## config.mk

```make
export PLATFORM = sky130hd
export DESIGN_NAME = pipe_stage_reg
export DESIGN_NICKNAME = d
export VERILOG_FILES = /design/src/rtl/pipe_pkg.sv /design/src/rtl/pipe_sat_counter.sv /design/src/rtl/pipe_stage_reg.sv
export SDC_FILE = /design/constraint.sdc
export NUM_CORES = 1
export LEC_CHECK = 0
export ABC_AREA = 0
export CAP_MARGIN = 30
export CORE_ASPECT_RATIO = 1.4
export CORE_MARGIN = 2
export CORE_UTILIZATION = 30
export DETAILED_ROUTE_END_ITERATION = 16
export GPL_TIMING_DRIVEN = 0
export PLACE_DENSITY = 0.51
export RECOVER_POWER = 25
export SETUP_SLACK_MARGIN = 0.02
export SYNTH_ARGS = -nofsm -noshare
export SYNTH_HDL_FRONTEND = slang
export SYNTH_SLANG_ARGS = --single-unit
```

## constraint.sdc

```tcl
create_clock -name clk -period 2.19 [get_ports clk]
set_input_delay 0.5475 -clock clk [delete_from_list [all_inputs] [get_ports clk]]
set_output_delay 0.5475 -clock clk [all_outputs]
set_load 0.005 [all_outputs]
```

## src/rtl/pipe_pkg.sv

```systemverilog
// pipe_pkg: shared definitions for the pipeline inter-stage registers.
//
// Contents:
//   stage_state_e   occupancy of a stage register (EMPTY / ONE / FULL beats held)
//   *_CTRL_W/_DATA_W widths for the IF/ID, ID/EX, EX/MEM and MEM/WB instances
//   *_BUBBLE_CTRL   control value each stage presents while it holds a bubble
//   holdsBeat()     true when a state has a beat in the main (head) slot
package pipe_pkg;

  typedef enum logic [1:0] {
    EMPTY = 2'd0,
    ONE   = 2'd1,
    FULL  = 2'd2
  } stage_state_e;

  localparam int IFID_CTRL_W  = 8;
  localparam int IFID_DATA_W  = 64;
  localparam int IDEX_CTRL_W  = 16;
  localparam int IDEX_DATA_W  = 96;
  localparam int EXMEM_CTRL_W = 12;
  localparam int EXMEM_DATA_W = 96;
  localparam int MEMWB_CTRL_W = 8;
  localparam int MEMWB_DATA_W = 64;

  // Bubbles must decode as "do nothing" in the consuming stage.
  localparam logic [IFID_CTRL_W-1:0]  IFID_BUBBLE_CTRL  = 8'h00;
  localparam logic [IDEX_CTRL_W-1:0]  IDEX_BUBBLE_CTRL  = 16'h0013;
  localparam logic [EXMEM_CTRL_W-1:0] EXMEM_BUBBLE_CTRL = 12'h000;
  localparam logic [MEMWB_CTRL_W-1:0] MEMWB_BUBBLE_CTRL = 8'h00;

  function automatic logic holdsBeat(stage_state_e s);
    return (s != EMPTY);
  endfunction

endpackage

```

## src/rtl/pipe_sat_counter.sv

```systemverilog
// pipe_sat_counter: width-parametrised saturating event counter.
//
// Ports:
//   clk      in   clock; updates on the falling edge like the pipeline registers
//   reset_n  in   asynchronous active-low reset, clears the count
//   inc      in   count one event this cycle
//   count    out  current count, sticks at all-ones
module pipe_sat_counter #(
  parameter int WIDTH = 16
) (
  input  logic             clk,
  input  logic             reset_n,
  input  logic             inc,
  output logic [WIDTH-1:0] count
);

  localparam logic [WIDTH-1:0] INC_STEP = WIDTH'(1);

  logic [WIDTH-1:0] count_q;
  logic [WIDTH-1:0] count_d;

  // Stop at all-ones so a long stall never wraps back to a small value.
  always_comb begin
    count_d = count_q;
    if (inc && (count_q != {WIDTH{1'b1}})) begin
      count_d = count_q + INC_STEP;
    end
  end

  always_ff @(negedge clk or negedge reset_n) begin
    if (!reset_n) begin
      count_q <= '0;
    end else begin
      count_q <= count_d;
    end
  end

  assign count = count_q;

endmodule

```

## src/rtl/pipe_stage_reg.sv

```systemverilog
// pipe_stage_reg: generic inter-stage pipeline register with valid/ready
// handshake, optional one-entry skid buffer, and control-unit stall/flush.
//
// Ports:
//   clk        in   stage clock, state updates on the falling edge
//   reset_n    in   asynchronous active-low reset
//   cu_stall   in   freeze the stage (dominates cu_flush)
//   cu_flush   in   drop all held beats and present a bubble
//   in_valid   in   upstream beat available
//   in_ready   out  stage can accept (from a flop when SKID_EN=1)
//   in_ctrl    in   upstream control field   [CTRL_W]
//   in_data    in   upstream payload         [DATA_W]
//   out_valid  out  head beat valid
//   out_ready  in   downstream accepts
//   out_ctrl   out  head control, BUBBLE_CTRL when empty
//   out_data   out  head payload, 0 when empty
//   stall_cnt  out  stalled cycles           [CNT_W]
//   flush_cnt  out  effective flushes        [CNT_W]
//
// Build option: define PIPE_STAGE_PERF_EN to include the stall/flush
// performance counters; otherwise both counter outputs are tied to 0.
module pipe_stage_reg
  import pipe_pkg::*;
#(
  parameter int              CTRL_W      = 16,
  parameter int              DATA_W      = 96,
  parameter logic [CTRL_W-1:0] BUBBLE_CTRL = '0,
  parameter bit              SKID_EN     = 1'b1,
  parameter int              CNT_W       = 16
) (
  input  logic              clk,
  input  logic              reset_n,
  input  logic              cu_stall,
  input  logic              cu_flush,
  input  logic              in_valid,
  output logic              in_ready,
  input  logic [CTRL_W-1:0] in_ctrl,
  input  logic [DATA_W-1:0] in_data,
  output logic              out_valid,
  input  logic              out_ready,
  output logic [CTRL_W-1:0] out_ctrl,
  output logic [DATA_W-1:0] out_data,
  output logic [CNT_W-1:0]  stall_cnt,
  output logic [CNT_W-1:0]  flush_cnt
);

  stage_state_e      state_q, state_d;
  logic [CTRL_W-1:0] main_ctrl_q, main_ctrl_d;
  logic [DATA_W-1:0] main_data_q, main_data_d;
  logic [CTRL_W-1:0] skid_ctrl_q, skid_ctrl_d;
  logic [DATA_W-1:0] skid_data_q, skid_data_d;

  logic main_valid;
  logic skid_valid;
  logic in_xfer;
  logic out_xfer;

  assign main_valid = holdsBeat(state_q);
  assign skid_valid = (state_q == FULL);

  // With the skid slot, ready depends only on our own state (plus the stall
  // override), so downstream backpressure never ripples combinationally
  // upstream. Without it, ready must look at out_ready to keep throughput.
  assign in_ready = SKID_EN ? (!cu_stall && !skid_valid)
                            : (!cu_stall && (out_ready || !main_valid));

  assign in_xfer  = in_valid && in_ready;
  assign out_xfer = main_valid && out_ready && !cu_stall;

  // Next-state: stall holds everything, flush empties the stage, otherwise
  // move beats by occupancy. Main is always the head, skid the tail.
  always_comb begin
    state_d     = state_q;
    main_ctrl_d = main_ctrl_q;
    main_data_d = main_data_q;
    skid_ctrl_d = skid_ctrl_q;
    skid_data_d = skid_data_q;

    if (!cu_stall) begin
      if (cu_flush) begin
        state_d     = EMPTY;
        main_ctrl_d = BUBBLE_CTRL;
        main_data_d = '0;
        skid_ctrl_d = BUBBLE_CTRL;
        skid_data_d = '0;
      end else begin
        unique case (state_q)
          EMPTY: begin
            if (in_xfer) begin
              main_ctrl_d = in_ctrl;
              main_data_d = in_data;
              state_d     = ONE;
            end
          end
          ONE: begin
            if (in_xfer && out_xfer) begin
              main_ctrl_d = in_ctrl;
              main_data_d = in_data;
            end else if (out_xfer) begin
              state_d = EMPTY;
            end else if (in_xfer) begin
              if (SKID_EN) begin
                skid_ctrl_d = in_ctrl;
                skid_data_d = in_data;
                state_d     = FULL;
              end else begin
                main_ctrl_d = in_ctrl;
                main_data_d = in_data;
              end
            end
          end
          FULL: begin
            if (out_xfer) begin
              main_ctrl_d = skid_ctrl_q;
              main_data_d = skid_data_q;
              state_d     = ONE;
            end
          end
          default: state_d = EMPTY;
        endcase
      end
    end
  end

  always_ff @(negedge clk or negedge reset_n) begin
    if (!reset_n) begin
      state_q     <= EMPTY;
      main_ctrl_q <= BUBBLE_CTRL;
      main_data_q <= '0;
      skid_ctrl_q <= BUBBLE_CTRL;
      skid_data_q <= '0;
    end else begin
      state_q     <= state_d;
      main_ctrl_q <= main_ctrl_d;
      main_data_q <= main_data_d;
      skid_ctrl_q <= skid_ctrl_d;
      skid_data_q <= skid_data_d;
    end
  end

  // Gate on valid so a drained head never leaks its stale payload.
  assign out_valid = main_valid;
  assign out_ctrl  = main_valid ? main_ctrl_q : BUBBLE_CTRL;
  assign out_data  = main_valid ? main_data_q : '0;

`ifdef PIPE_STAGE_PERF_EN
  logic flush_hit;
  assign flush_hit = cu_flush && !cu_stall;

  pipe_sat_counter #(.WIDTH(CNT_W)) u_stall_cnt (
    .clk     (clk),
    .reset_n (reset_n),
    .inc     (cu_stall),
    .count   (stall_cnt)
  );

  pipe_sat_counter #(.WIDTH(CNT_W)) u_flush_cnt (
    .clk     (clk),
    .reset_n (reset_n),
    .inc     (flush_hit),
    .count   (flush_cnt)
  );
`else
  assign stall_cnt = '0;
  assign flush_cnt = '0;
`endif

endmodule

```

==> metrics.md <==
| Metric | Value |
|---|---|
| Status | `finished with violations` |
| Failing checks | `negative setup slack` |
| Hold_buf cts | `0` |
| Routed Antenna Nets | `0` |
| Endpoints failing setup | `around 540` |
| Die height | `224 um` |
| Vias in the first global route | `around 8500` |
| Crit. End Element | `primary output` |
| Initial DRC count | `280` |
| Final Slew Violations | `0` |
| Dpl cells | `about 1600` |
| Pleak | `about 7.7 nW` |
| Critical path startpoint category | `flip-flop` |
| First-pass GRT wire length | `~51000 um` |
| Worst EP arrival | `roughly 3.2 ns` |
| Wirelength per Cell | `about 21 um` |
| Hold Vio Cnt, Final | `0` |
| Slew HR | `0.276` |
| GRT Max-Usage Layer | `met2` |
| CTS Root Cell | `clkbuf_16` |
| Clk pin slew, worst setup/hold paths | `around 0.04 ns` |
| PwrDens | `684 nW/um^2` |
| Critical-path maximum fanout | `10` |
| Row count | `80` |
| Post-Syn Area | `approximately 10000 sq um` |
| Via count | `8149` |
| Required @ worst endpoint | `between 1.5 and 2 ns` |
| DP Worst Slack | `-1.52 ns` |
| # fillers | `slightly above 3000` |
| GR Layer Usage met2 | `0.313` |
| Yosys warning count | `0` |
| Critical path class | `flip-flop to primary output` |
| Post-detail-place hpwl | `21600 um` |
| CTS tree | `built` |
| Later-pin clock latency in the skew report | `between 0.5 and 0.6 ns` |
| GRT met1 Usage | `0.236` |
| Detailed-route DRC error count | `0` |
| Final WS setup | `-1.51 ns` |
| Core area | `about 34000 sq um` |
| GP Congestion | `roughly 0.73` |
| M3 GR Usage | `0.0313` |
| Largest net degree at the start of global routing | `approximately 110` |
| Non-Filler Instances | `between 1500 and 2000` |
| Initial antenna violation count | `4` |
| Synth-to-Final Area Change | `67.0%` |
| GR Util All Layers | `0.181` |
| Layout cell share with drive strength beyond 1 | `0.465` |
| Worst hold path class | `flip-flop to flip-flop` |
| Register area share after synthesis | `0.543` |
| #FFs+latches synth | `226` |
| Final wirelength | `approximately 35000 um` |
| Fin nets | `between 1000 and 1500` |
| Total congestion overflow | `0` |
| Worst vdd ir | `0.000508 V` |
| RSZ-0062 raised after global routing | `yes` |
| Seq. cell area | `between 5000 and 6000 sq um` |
| PortBufs | `between 200 and 250` |
| Clock Path Buffers | `3` |
| Io pins | `approximately 260` |
| Syn avg cell area | `approximately 12 sq um` |
| Vias/cell | `roughly 4.8` |
| CTS buffer count | `26` |
| Drt pass-1 iters | `4` |
| H-tree depth | `1` |
| Die area | `36300 sq um` |
| Multi-input gate area | `5660 sq um` |
| MaxCap Viol Count | `0` |
| Initial core utilization | `0.305` |
| Die width | `between 150 and 200 um` |
| Unique masters post-synth | `28` |
| Clock sinks | `roughly 230` |
| Post-Route Skew | `just over 0.009 ns` |
| Post-Syn Instances | `roughly 860` |
| Tightest Pin Transition | `approximately 1.1 ns` |
[synthesized netlist by cell type (all sizes together)]
master	n	area, sq um
nor2	3	11.3
nor2b	2	12.5
nor3	2	21.3
o21ai	25	125
clkbuf	25	93.8
a21o	2	15.0
dfrtn	226	5660
nand2	25	93.8
a22oi	23	173
a211o	1	8.76
xnor2	1	8.76
a21oi	1	5.00
nand3b	2	15.0
nand4bb	1	11.3
inv	1	3.75
nand2b	2	12.5
and2	112	701
mux2i	112	1120
a22o	89	780
buf	86	552
or2	1	6.26
o21bai	1	7.51
o2bb2ai	112	981
conb	1	3.75
[registers in the layout, indices dropped and copies added (netlist names)]
register / cells
main_ctrl_q: 16
main_data_q: 96
skid_ctrl_q: 16
skid_data_q: 96
state_q: 2
[worst max-delay path: stages (launching register included)]
cell             delay [ns]
dfrtn_1                0.43
or2_4                  0.17
buf_6                  0.15
buf_8                  0.14
and2_4                 0.13
clkdlybuf4s50_1        0.49
[per-layer routing]
metal	routed length (um)	part of all wire
met3	1500	0.042
met1	15400	0.43
met4	461	0.013
met2	18100	0.51
met5	27	0.00076
[path summary, 6_finish.rpt]
path,startpoint,end,slack (ns),depth (start not counted)
worst min register to register,main_data_q[23]$_DFFE_NN0P_,main_data_q[23]$_DFFE_NN0P_,0.43,1
worst min-delay path,main_data_q[23]$_DFFE_NN0P_,main_data_q[23]$_DFFE_NN0P_,0.43,1
min in group asynchronous,reset_n,main_data_q[42]$_DFFE_NN0P_,1.17,1
worst max register to register,state_q[0]$_DFFE_NN0P_,main_data_q[39]$_DFFE_NN0P_,-0.08,9
worst max-delay path,state_q[1]$_DFFE_NN0P_,out_data[20],-1.51,5
max in group asynchronous,reset_n,skid_data_q[4]$_DFFE_NN0P_,-0.15,2
[cell type report]
class | instances | share of cell area
timing repair buffer | 314 | 0.192
buffer | 109 | 0.0795
antenna | 2 | 0.000288
clock buffer | 35 | 0.0417
inverter | 1 | 0.000216
clock inverter | 8 | 0.00395
sequential | 226 | 0.325
tap | 451 | 0.0324
multi-input combinational | 549 | 0.325
[kinds of logic (layout without fill, tap and decap cells)]
family,count (synthesis),count (layout),synth area share
AOI/OAI and AO/OA,254,254,0.201
DFF,226,226,0.543
and+or+nand+nor,150,150,0.0849
muxes,112,112,0.108
buffers and inverters,112,467,0.0623
other,1,34,0.000360
xor gates and xnor gates,1,1,0.000841
[timing repair]
item                                    4_1_cts  5_1_grt
pin swaps                                    19       64
buffers inserted                             32       19
endpoints found under the setup margin      340      339
cloned                                       14       22
resized for setup                           262      279
hold endpoints to repair                      0        0
[through the flow]
| stage | power [mW] | cell area (sq um) | hold WS (ns) | setup TNS, ns | utilization |
|---|---|---|---|---|---|
| floorplan | 6.13 | 11800 | 0.412 | -151.26 | - |
| global placement | 7.05 | 14600 | 0.434 | -2809.51 | 0.429 |
| detailed placement | 7.07 | 14700 | 0.434 | -421.90 | 0.431 |
| CTS | 11.7 | 16600 | 0.439 | -207.76 | 0.486 |
| global route | 12.4 | 17400 | 0.447 | -271.39 | 0.510 |
| finish | 11.9 | 17400 | 0.434 | -211.31 | 0.510 |
[power breakdown]
part           switching, mW  leakage, nW  internal, mW  total (mW)
clock network           1.77        0.396          2.42        4.20
registers              0.293         3.07          4.59        4.88
logic                   1.17         4.26          1.66        2.82
total                   3.23         7.73          8.67        11.9
[cell usage in the layout (no fill, tap or decap), types with 30 or more instances in the layout]
cell type and instances:
mux2i_1 112, clkbuf_16 54, buf_12 30, buf_4 57
dfrtn_1 226, a22o_1 89, conb_1 32, buf_6 35
o2bb2ai_2 89, clkbuf_2 77, and2_4 111, clkdlybuf4s50_1 122
Power figures use the tool's default switching activity.
